$ cat config.mk
export PLATFORM = sky130hd
export DESIGN_NAME = fn_logic_pipe
export DESIGN_NICKNAME = d
export VERILOG_FILES = /design/src/rtl/fn_logic_pkg.sv /design/src/rtl/fn_pipe_stage.sv /design/src/rtl/fn_logic_pipe.sv
export SDC_FILE = /design/constraint.sdc
export NUM_CORES = 1
export LEC_CHECK = 0
export CAP_MARGIN = 40
export CELL_PAD_IN_SITES_DETAIL_PLACEMENT = 0
export CELL_PAD_IN_SITES_GLOBAL_PLACEMENT = 2
export CORE_MARGIN = 8
export CORE_UTILIZATION = 31
export DETAILED_ROUTE_END_ITERATION = 6
export GPL_TIMING_DRIVEN = 0
export HOLD_SLACK_MARGIN = 0.05
export PLACE_DENSITY = 0.83
export SYNTH_ARGS = -nofsm -noshare
export SYNTH_HDL_FRONTEND = slang
export SYNTH_SLANG_ARGS = --single-unit
$ cat constraint.sdc
create_clock -name clk -period 3.2 [get_ports clk]
set_input_delay 0.32 -clock clk [delete_from_list [all_inputs] [get_ports clk]]
set_output_delay 0.32 -clock clk [all_outputs]
set_load 0.02 [all_outputs]
$ cat src/rtl/fn_logic_pkg.sv
// Shared constants for the bitwise logic pipeline: operation encodings and the op field width.
package fn_logic_pkg;

   localparam int OP_W = 2;

   typedef enum logic [OP_W-1:0] {
      OP_AND  = 2'b00,
      OP_OR   = 2'b01,
      OP_XOR  = 2'b10,
      OP_ANDN = 2'b11
   } op_e;

endpackage

$ cat src/rtl/fn_pipe_stage.sv
// One elastic register stage holding {valid, Y, zero}; loads whenever it is empty or draining.
module fn_pipe_stage #(
   parameter int WIDTH = 32
) (
   input  logic             clk,
   input  logic             rst_n,
   input  logic             i_valid,
   input  logic [WIDTH-1:0] i_y,
   input  logic             i_zero,
   input  logic             i_dn_ready,
   output logic             o_valid,
   output logic [WIDTH-1:0] o_y,
   output logic             o_zero
);

   logic             r_valid;
   logic [WIDTH-1:0] r_y;
   logic             r_zero;
   logic             w_load;

   assign w_load = !r_valid || i_dn_ready;

   // Payload only moves with a valid beat so an emptied stage keeps quiet data.
   always_ff @(posedge clk) begin
      if (!rst_n) begin
         r_valid <= 1'b0;
         r_y     <= '0;
         r_zero  <= 1'b0;
      end else if (w_load) begin
         r_valid <= i_valid;
         if (i_valid) begin
            r_y    <= i_y;
            r_zero <= i_zero;
         end
      end
   end

   assign o_valid = r_valid;
   assign o_y     = r_y;
   assign o_zero  = r_zero;

endmodule

$ cat src/rtl/fn_logic_pipe.sv
// Bitwise logic unit (AND/OR/XOR/ANDN) followed by an elastic pipeline of STAGES registers.
module fn_logic_pipe
   import fn_logic_pkg::*;
#(
   parameter int WIDTH  = 32,
   parameter int STAGES = 2
) (
   input  logic             clk,
   input  logic             rst_n,
   input  logic             in_valid,
   output logic             in_ready,
   input  logic [OP_W-1:0]  op,
   input  logic [WIDTH-1:0] a,
   input  logic [WIDTH-1:0] b,
   output logic             out_valid,
   input  logic             out_ready,
   output logic [WIDTH-1:0] Y,
   output logic             zero
);

   logic [WIDTH-1:0] w_result;
   logic [STAGES:0]  w_valid;
   logic [STAGES:0]  w_zero;
   logic [WIDTH-1:0] w_y [0:STAGES];
   logic [STAGES:0]  w_load;

   always_comb begin
      w_result = '0;
      case (op)
         OP_AND:  w_result = a & b;
         OP_OR:   w_result = a | b;
         OP_XOR:  w_result = a ^ b;
         OP_ANDN: w_result = a & ~b;
         default: w_result = '0;
      endcase
   end

   assign w_valid[0] = in_valid;
   assign w_y[0]     = w_result;
   assign w_zero[0]  = (w_result == '0);

   // Stage k can load iff the consumer is taking a beat or some stage from k
   // onward is empty; written unrolled so the ready chain is built from flop
   // outputs only and never loops back through itself.
   for (genvar g = 0; g < STAGES; g++) begin : g_load
      assign w_load[g] = out_ready || !(&w_valid[STAGES:g+1]);
   end
   assign w_load[STAGES] = out_ready;

   for (genvar g = 0; g < STAGES; g++) begin : g_stage
      fn_pipe_stage #(
         .WIDTH (WIDTH)
      ) u_stage (
         .clk        (clk),
         .rst_n      (rst_n),
         .i_valid    (w_valid[g]),
         .i_y        (w_y[g]),
         .i_zero     (w_zero[g]),
         .i_dn_ready (w_load[g+1]),
         .o_valid    (w_valid[g+1]),
         .o_y        (w_y[g+1]),
         .o_zero     (w_zero[g+1])
      );
   end

   assign in_ready  = w_load[0];
   assign out_valid = w_valid[STAGES];
   assign Y         = w_y[STAGES];
   assign zero      = w_zero[STAGES];

endmodule
==> results by group, run 1 <==
Run status
  • Run status: completed

Synthesis
  • Post-synth cell types: 41
  • Async S/R FF share, synth: 0%
  • Synth Net Count: 687
  • Top FF cell, synth: dfxtp_1
  • Mapped Area: 0.00451 mm²
  • Syn avg cell area: 7.75 µm²
  • Seq cells post-synth: 68
  • Number of flops mapped to enable cells by yosys: 0
  • Yosys Warn Count: 0
  • Cell count after synthesis: between 500 and 600
  • Post-synthesis sequential area ratio: 30.2%

GRT
  • GRT Total Usage: 15.9%
  • Gr ovfl total: 0
  • Number of global-route vias before repair: roughly 4300
  • First-pass GRT wire length: 23.0 mm
  • Initial antenna violation count: 0
  • Largest net degree at the start of global routing: 14

Floorplanning
  • Die X: around 140 µm
  • Initial Utilization: 31.4%
  • Core footprint: 0.0144 mm²
  • Total Die Area: 0.0187 mm²
  • Site Rows: 44
  • Die span in y: 137 µm
  • I/O pin count: 105

STA
  • RSZ-0062 raised after global routing: no
  • Fin crit period: 2600 ps
  • Final hold vios: 0
  • Worst-Margin Slew: between 500 and 600 ps
  • Pins Over Slew Limit: 0
  • Worst Skew: 5.29 ps
  • Worst rel slew slack: 60.1%
  • Setup ws final: 599 ps
  • TNS Setup: 0 ps
  • Final Cycle Share: 81.3%
  • # setup viols final: 0
  • Peak Freq: 384 MHz

Power
  • Comb pwr share: 24.8%
  • Net Sw Power: 736 µW
  • Power Total: 2.41 mW
  • Power density over cell area: about 400 mW/mm²
  • Sw Share: just over 30%
  • P_leak: 2.57 nW
  • Internal: between 1.5 and 2 mW
  • Reg power frac: 38.0%
  • Clock share of power: 37.3%
  • Max IR drop VDD: 0.000202 V

Critical path
  • Reg-to-Reg End: g_stage[0].u_stage.o_y[2]$_SDFFE_PN0P_
  • WS Path Type: in2reg
  • Worst Path Arrival: around 2900 ps
  • R2R Path Start: g_stage[1].u_stage.o_valid$_SDFFE_PN0P_
  • Reg2reg path depth: 7
  • Crit start category: primary input
  • CP Max Fanout: 10
  • Reg2Reg Setup Slack: approximately 1400 ps
  • CP Capture Type: flip-flop
  • Crit path required time: roughly 3500 ps

Hold path
  • Worst Hold Path EP: g_stage[1].u_stage.o_y[28]$_SDFFE_PN0P_
  • Hold path cells: 2
  • Min-delay src: g_stage[1].u_stage.o_y[28]$_SDFFE_PN0P_
  • HP Class: reg2reg

Cells and area
  • Area delta synth->final: 34.3%
  • Antenna diodes: 0
  • Ratio of cells with drive above 1 in the final layout: 5.84%
  • Fin nets: 802
  • Finished Layout Cells: 886
  • Design Area, Final: 0.00606 mm²
  • Commonest non-fill, non-tap cell in the layout: clkdlybuf4s50_1
  • Fillers: 1480
  • Commonest non-fill, non-tap cells in the layout: clkdlybuf4s50_1, inv_1, nand2_1

Place
  • Pre-CTS WS: 334 ps
  • Routability cong.: 0.865
  • Placement Cell Area: 0.00578 mm²
  • Dpl cells: 870
  • Number of port buffers: 104
  • Detailed Place HPWL: between 10 and 15 mm

Detailed routing
  • Final Routed Wirelength: 14.8 mm
  • Drt pass-1 iters: 4
  • Avg WL per Cell: 16.7 µm
  • Via count: 4348
  • Residual DRC: 0
  • Post-route ant nets: 0
  • Initial DRC count: slightly above 200
  • Vias per cell: 4.91

Clock network
  • Post-CTS Setup Inserts: 0
  • CTS tree: built
  • CTS sink count: 68
  • Clock Latency Late Sink: 330 ps
  • Reg clk slew, reported paths: 60 ps
  • CTS root buf: clkbuf_16
  • CTS HTree Levels: 3
  • Maximum buffer depth of the clock tree: 2
  • Num CTS Buffers: 9
  • Post-cts resize count: 0
  • Cts hold-fix bufs: 0

Flow run
  • Max-cap viol count: 0
-- worst max-delay path: stages --
cell and delay, ps:
clkdlybuf4s50_1 500, inv_1 60, ha_1 190, clkbuf_1 280, a221oi_1 580, nand3_1 160, a222oi_1 480, nand4_1 210
nand2_1 90
-- how the worst max path moves through the flow --
stage | from | to | slack [ps] | cells past startpoint
5_1_grt | op[1] | g_stage[0].u_stage.o_zero$_SDFFE_PN0P_ | 540 | 9
3_5_place_dp | op[0] | g_stage[0].u_stage.o_zero$_SDFFE_PN0P_ | 330 | 9
4_1_cts | op[0] | g_stage[0].u_stage.o_zero$_SDFFE_PN0P_ | 670 | 9
2_1_floorplan | op[0] | g_stage[0].u_stage.o_zero$_SDFFE_PN0P_ | 1430 | 8
6_report | op[1] | g_stage[0].u_stage.o_zero$_SDFFE_PN0P_ | 600 | 9
3_3_place_gp | op[0] | g_stage[0].u_stage.o_zero$_SDFFE_PN0P_ | 340 | 9
-- metal layers --
metal	GRT usage [%]	vias to the layer above	wire length, µm
met5	0	-	0
met4	3.90	0	155
met3	2.13	12	664
met1	21.2	2022	7060
met2	26.4	110	6940
li1	-	2204	-
-- synthesized netlist by cell type (10+ instances only) --
library cell / number / area (µm²)
nand3_1: 12 / 60.1
inv_1: 99 / 372
a21boi_0: 32 / 240
clkbuf_1: 18 / 67.6
a21oi_1: 33 / 165
buf_2: 11 / 55.1
xor2_1: 32 / 280
dfxtp_1: 68 / 1360
a22oi_1: 11 / 82.6
a211oi_1: 15 / 113
o21ai_0: 10 / 50.1
nand2_1: 89 / 334
ha_1: 35 / 438
a221oi_1: 23 / 201
nor2b_1: 22 / 138
-- final cells by class --
class                      instances  area, µm²  share of cell area [%]
buffer                            39        209                    3.45
timing repair buffer             104       1040                    17.2
tap                              184        230                    3.80
clock inverter                     7       52.6                   0.867
multi-input combinational        375       2560                    42.3
sequential                        68       1360                    22.5
inverter                         100        375                    6.19
clock buffer                       9        225                    3.72
-- registers in the layout, indices dropped and copies added (netlist names) --
register / count
g_stage.u_stage.o_valid: 2
g_stage.u_stage.o_y: 64
g_stage.u_stage.o_zero: 2
-- power groups by stage --
stage / registers [mW] / logic (mW) / clock network, mW
after floorplan: 0.941 / 0.331 / 0
after CTS: 0.917 / 0.600 / 0.918
after global placement: 0.934 / 0.590 / 0
after global routing: 0.921 / 0.664 / 0.960
final: 0.916 / 0.598 / 0.899
after detailed placement: 0.935 / 0.596 / 0
-- metrics by stage --
step / hold WS [ps] / utilization (%)
after global routing: 483 / 42.2
after floorplan: 428 / -
after CTS: 464 / 42.2
after global placement: 448 / 40.2
final: 458 / 42.2
after detailed placement: 456 / 40.2
-- cells by family (layout without fill, tap and decap cells) --
logic type	Yosys count	count (layout)	share of synthesized area [%]
simple gates	147	147	14.6
flops	68	68	30.2
fa+ha+maj	35	35	9.71
buf+inv	139	259	13.0
xor+xnor	32	32	6.21
compound gates	161	161	26.3
No activity file was read; power rests on OpenSTA's default activity.
==> run 2, diff against run 1 <==
Settings changed: CORE_UTILIZATION 31 to 29, PLACE_DENSITY 0.83 to 0.78.
Clock period 3.2 ns to 2.5 ns, I/O delays scaled along.
==> run 2 against run 1 <==
Global-route usage shrank 0.33 points. Total power grew 29%. Count of clock-buffer cells in the layout grew 3. Critical path depth is the same. Final cell count grew 0.23%. Flip-flop and latch count is the same. Clock power grew 29%. Critical path type unchanged. Critical endpoint unchanged. Highest routed layer unchanged.
==> results by group, run 2 (synthesized netlist as in run 1, its figures left out) <==
Run status
  • Run status: completed

Critical path
  • Cell Chain, Critical Path: clkdlybuf4s50_1 > inv_1 > ha_1 > clkbuf_1 > a221oi_1 > nand4_1 > a222oi_1 > nand4_1 > nand2_1
  • Most used cell, CP: nand4_1
  • Peak per-stage delay on the critical path: 510 ps
  • R2R Path Start: g_stage[1].u_stage.o_valid$_SDFFE_PN0P_
  • Crit path required time: 2770 ps
  • Bufs and invs on worst path: 3
  • CP Max Fanout: 10
  • Worst Path Arrival: 2670 ps
  • CP Launch Point: op[1]
  • Top Family by Delay on Critical Path: compound AO/OA/AOI/OAI gates
  • Reg2Reg Setup Slack: 700 ps
  • Critical path's slowest cell: a221oi_1
  • Crit start category: primary input
  • CP Capture Type: flip-flop
  • WS Path Type: in2reg

STA
  • Worst-Margin Slew: 632 ps
  • Setup ws final: 101 ps
  • Worst Skew: 3.36 ps
  • Worst rel slew slack: just under 60%
  • Pins Over Slew Limit: 0
  • Final Cycle Share: 96.0%
  • # setup viols final: 0
  • RSZ-0062 raised after global routing: no
  • Final hold vios: 0
  • Peak Freq: 417 MHz
  • Fin crit period: 2400 ps

Floorplanning
  • I/O pin count: around 110
  • Site Rows: 45
  • Die X: 141 µm
  • Initial Utilization: 29.7%
  • Die span in y: 141 µm
  • Core footprint: 0.0152 mm²
  • Total Die Area: just under 0.02 mm²

Power
  • Clock share of power: 37.2%
  • Sw Share: approximately 29%
  • Internal: roughly 2.2 mW
  • Net Sw Power: 895 µW
  • Comb pwr share: around 25%
  • Power density over cell area: 512 mW/mm²
  • Max IR drop VDD: approximately 0.00029 V
  • P_leak: 2.59 nW
  • Reg power frac: 37.8%

Detailed routing
  • Uppermost routed layer: met4
  • Initial DRC count: about 260
  • Avg WL per Cell: between 15 and 20 µm
  • Residual DRC: 0
  • Met1 WL: 7.51 mm
  • Via count: around 4400
  • Post-route ant nets: 0
  • Routed wl met2: around 7 mm
  • Met3 wire length: 689 µm
  • Vias per cell: 4.92
  • Drt pass-1 iters: 5
  • Final Routed Wirelength: 15.5 mm

Cells and area
  • Final Util: approximately 40%
  • Largest register FFs: 64
  • Antenna diodes: 0
  • Fillers: 1572
  • Area delta synth->final: 34.7%
  • Fin nets: 802
  • Finished Layout Cells: 888
  • Commonest non-fill, non-tap cell in the layout: clkdlybuf4s50_1
  • Ratio of cells with drive above 1 in the final layout: ~5.9%
  • Commonest non-fill, non-tap cells in the layout: clkdlybuf4s50_1, inv_1, nand2_1

Place
  • Detailed Place HPWL: 12.5 mm
  • Routability cong.: 0.847
  • Pre-CTS WS: -286 ps
  • Dpl cells: slightly below 900
  • Number of port buffers: 104

Clock network
  • Num CTS Buffers: 9
  • CTS HTree Levels: 3
  • CTS tree: built
  • Post-CTS Setup Inserts: 0
  • Clock Latency Late Sink: 320 ps
  • Reg clk slew, reported paths: 50 ps
  • CTS root buf: clkbuf_16
  • Cts hold-fix bufs: 0
  • CTS sink count: 68
  • Maximum buffer depth of the clock tree: 2

GRT
  • First-pass GRT wire length: 24.2 mm
  • Number of global-route vias before repair: 4494
  • GRT Total Usage: between 10% and 20%
  • Gr ovfl total: 0
  • Initial antenna violation count: 0
  • Largest net degree at the start of global routing: 11

Flow run
  • Max-cap viol count: 0

Hold path
  • HP Class: reg2reg
  • Min-delay src: g_stage[1].u_stage.o_y[28]$_SDFFE_PN0P_
==> run 2: cell count changes in the layout (fill, tap and decap cells not counted) <==
cell	delta
a221oi_2	+2
clkbuf_8	+3
clkinvlp_4	-4
clkinv_4	-1
inv_6	-1
a221oi_1	-2
clkinv_2	+1
==> run 2: what timing repair did <==
| item | 4_1_cts | 5_1_grt |
|---|---|---|
| endpoints found under the setup margin | 0 | 1 |
| resized for setup | 0 | 2 |
| hold endpoints to repair | 0 | 0 |
==> run 2: through the flow <==
step / cell area (µm²) / power (mW) / hold slack, ps / setup TNS, ps
finish: 6080 / 3.11 / 457 / 0
global route: 6080 / 3.27 / 491 / 0
CTS: 6060 / 3.13 / 458 / 0
detailed placement: 5790 / 1.97 / 451 / -395
global placement: 5790 / 1.96 / 451 / -315
floorplan: 4510 / 1.63 / 428 / 0
==> run 2: worst min-delay path: stages, from the launching register on <==
cell	delay (ps)
dfxtp_1	300
nand2_1	50
a21boi_1	50
==> run 2: area by class of cell <==
cell class	count	area [µm²]	share of cell area [%]
clock buffers	12	267	4.39
inverters	100	375	6.18
multi-input cells	375	2580	42.4
well taps	188	235	3.87
plain buffers	39	209	3.44
repair buffers	104	1040	17.1
clock inverters	2	10.0	0.165
flip-flops and latches	68	1360	22.4
==> run 2: worst paths after layout <==
kind | cells after the start | to
worst min-delay path | 2 | g_stage[1].u_stage.o_y[28]$_SDFFE_PN0P_
worst max register to register | 7 | g_stage[0].u_stage.o_y[24]$_SDFFE_PN0P_
worst max-delay path | 9 | g_stage[0].u_stage.o_zero$_SDFFE_PN0P_
worst min register to register | 2 | g_stage[1].u_stage.o_y[28]$_SDFFE_PN0P_
==> run 2: routing by layer <==
| layer | up-vias | GRT usage, % |
|---|---|---|
| met5 | - | 0 |
| met4 | 0 | 5.32 |
| met3 | 13 | 2.43 |
| met2 | 128 | 25.2 |
| met1 | 2024 | 20.6 |
| li1 | 2204 | - |
==> run 2: power groups by stage <==
stage               logic [mW]  clock network, mW  registers, mW
floorplan                0.423                  0           1.20
global placement         0.764                  0           1.19
detailed placement       0.770                  0           1.20
CTS                      0.774               1.18           1.17
global route             0.857               1.23           1.18
finish                   0.777               1.16           1.17
==> run 3, diff against run 2 <==
Settings changed: SETUP_SLACK_MARGIN from default to 0.15.
==> run 3 against run 2 <==
Clock power is essentially flat. Worst setup slack better by 110 ps. Critical endpoint unchanged. Sequential power barely moved. Register-to-register slack hardly changed. Final area up 0.78%. Total power increased by 0.51%. Largest power group unchanged. Via count about the same. Die area did not move.
==> results by group, run 3 (synthesized netlist as in run 1, its figures left out) <==
Run status
  • Run status: completed

STA
  • Worst-Margin Slew: around 610 ps
  • RSZ-0062 raised after global routing: yes
  • Worst Skew: between 2 and 3 ps
  • Fin crit period: 2290 ps
  • Peak Freq: 436 MHz
  • # setup viols final: 0
  • Worst rel slew slack: between 50 and 60%
  • Pins Over Slew Limit: 0
  • Hold WS: 457 ps
  • Final hold vios: 0
  • Final Cycle Share: 91.7%

Floorplanning
  • Initial Utilization: about 30%
  • Total Die Area: 0.0198 mm²
  • Core footprint: between 0.015 and 0.02 mm²
  • Site Rows: 45
  • I/O pin count: 105
  • Die span in y: around 140 µm
  • Die X: between 100 and 150 µm

Clock network
  • CTS sink count: 68
  • CTS root buf: clkbuf_16
  • Clock Latency Late Sink: 320 ps
  • Cts hold-fix bufs: 0
  • Num CTS Buffers: 9
  • Reg clk slew, reported paths: 50 ps
  • Maximum buffer depth of the clock tree: 2
  • CTS tree: built
  • CTS HTree Levels: 3

Cells and area
  • Design Area, Final: 0.00612 mm²
  • Commonest non-fill, non-tap cells in the layout: clkdlybuf4s50_1, inv_1, nand2_1
  • Ratio of cells with drive above 1 in the final layout: 6.99%
  • Commonest non-fill, non-tap cell in the layout: clkdlybuf4s50_1
  • Antenna diodes: 0
  • Finished Layout Cells: 889
  • Largest register FFs: 64
  • Area delta synth->final: 35.8%
  • Fin nets: 803

GRT
  • GRT Total Usage: 15.6%
  • Initial antenna violation count: 0
  • Number of global-route vias before repair: about 4500
  • First-pass GRT wire length: 24.2 mm
  • Gr ovfl total: 0
  • Largest net degree at the start of global routing: 11

Critical path
  • CP Capture Type: flip-flop
  • CP Launch Point: op[1]
  • Crit start category: primary input
  • Worst Path Arrival: 2560 ps
  • Crit path required time: 2770 ps
  • WS Path Type: in2reg
  • CP Max Fanout: 10
  • R2R Path Start: g_stage[1].u_stage.o_valid$_SDFFE_PN0P_

Detailed routing
  • Residual DRC: 0
  • Initial DRC count: around 250
  • Final Routed Wirelength: 15.5 mm
  • Post-route ant nets: 0
  • Drt pass-1 iters: 5
  • Avg WL per Cell: 17.4 µm
  • Vias per cell: 4.92
  • Via count: 4370

Power
  • Max IR drop VDD: 0.000292 V
  • Power Total: 3.13 mW
  • Power density over cell area: about 500 mW/mm²
  • P_leak: around 2.6 nW

Flow run
  • Max-cap viol count: 0

Place
  • Dpl cells: 874
  • Routability cong.: 0.847
  • Detailed Place HPWL: roughly 13 mm
  • Placement Cell Area: 0.00579 mm²
  • Number of port buffers: 104

Hold path
  • HP Class: reg2reg
  • Min-delay src: g_stage[1].u_stage.o_y[28]$_SDFFE_PN0P_
run 3: cell types whose count changed in the layout (fill, tap and decap cells not counted), sizes merged:
cell,delta
clkbuf,+1
run 3: layer usage:
layer,global-route usage (%),part of all wire [%]
met1,20.6,48
met2,25.2,45
met3,2.43,5.1
met4,5.32,1.5
met5,0,0
run 3: power by group:
group	internal [mW]	leakage [nW]	switching (mW)	total, mW
Combinational	0.344	1.92	0.448	0.792
Clock	0.736	0.140	0.423	1.16
Sequential	1.14	0.555	0.0323	1.17
Total	2.22	2.62	0.903	3.13
run 3: worst max-delay path, cell delays in order:
cell and delay (ps):
clkdlybuf4s50_1 500, inv_1 60, ha_1 180, buf_4 190
clkbuf_1 300, o41ai_1 170, nand3_1 140, a222oi_1 460
nand4_1 200, nand2_1 90
run 3: worst paths after layout:
check                                                               end  slack [ps]  cells after the start
worst max register to register  g_stage[0].u_stage.o_y[24]$_SDFFE_PN0P_         690                      7
worst max-delay path             g_stage[0].u_stage.o_zero$_SDFFE_PN0P_         210                     10
worst min register to register  g_stage[1].u_stage.o_y[28]$_SDFFE_PN0P_         460                      2
worst min-delay path            g_stage[1].u_stage.o_y[28]$_SDFFE_PN0P_         460                      2
run 3: final cells by class:
type | count | area, µm²
well taps | 188 | 235
clock inverters | 2 | 10.0
multi-input cells | 375 | 2610
clock buffers | 12 | 267
fillers | 1563 | 9080
plain buffers | 39 | 213
inverters | 100 | 375
flip-flops and latches | 68 | 1360
repair buffers | 105 | 1050
run 3: per-stage QoR:
step	setup slack, ps	utilization (%)	setup TNS (ps)
floorplan	802	-	0
global placement	-286	38.1	-315
detailed placement	-286	38.1	-395
CTS	171	40.0	0
global route	107	40.3	0
finish	208	40.3	0
run 3: repair_timing:
item / in CTS / in global routing
buffers inserted: 0 / 1
endpoints found under the setup margin: 1 / 2
pin swaps: 1 / 2
gates resized for setup: 3 / 9
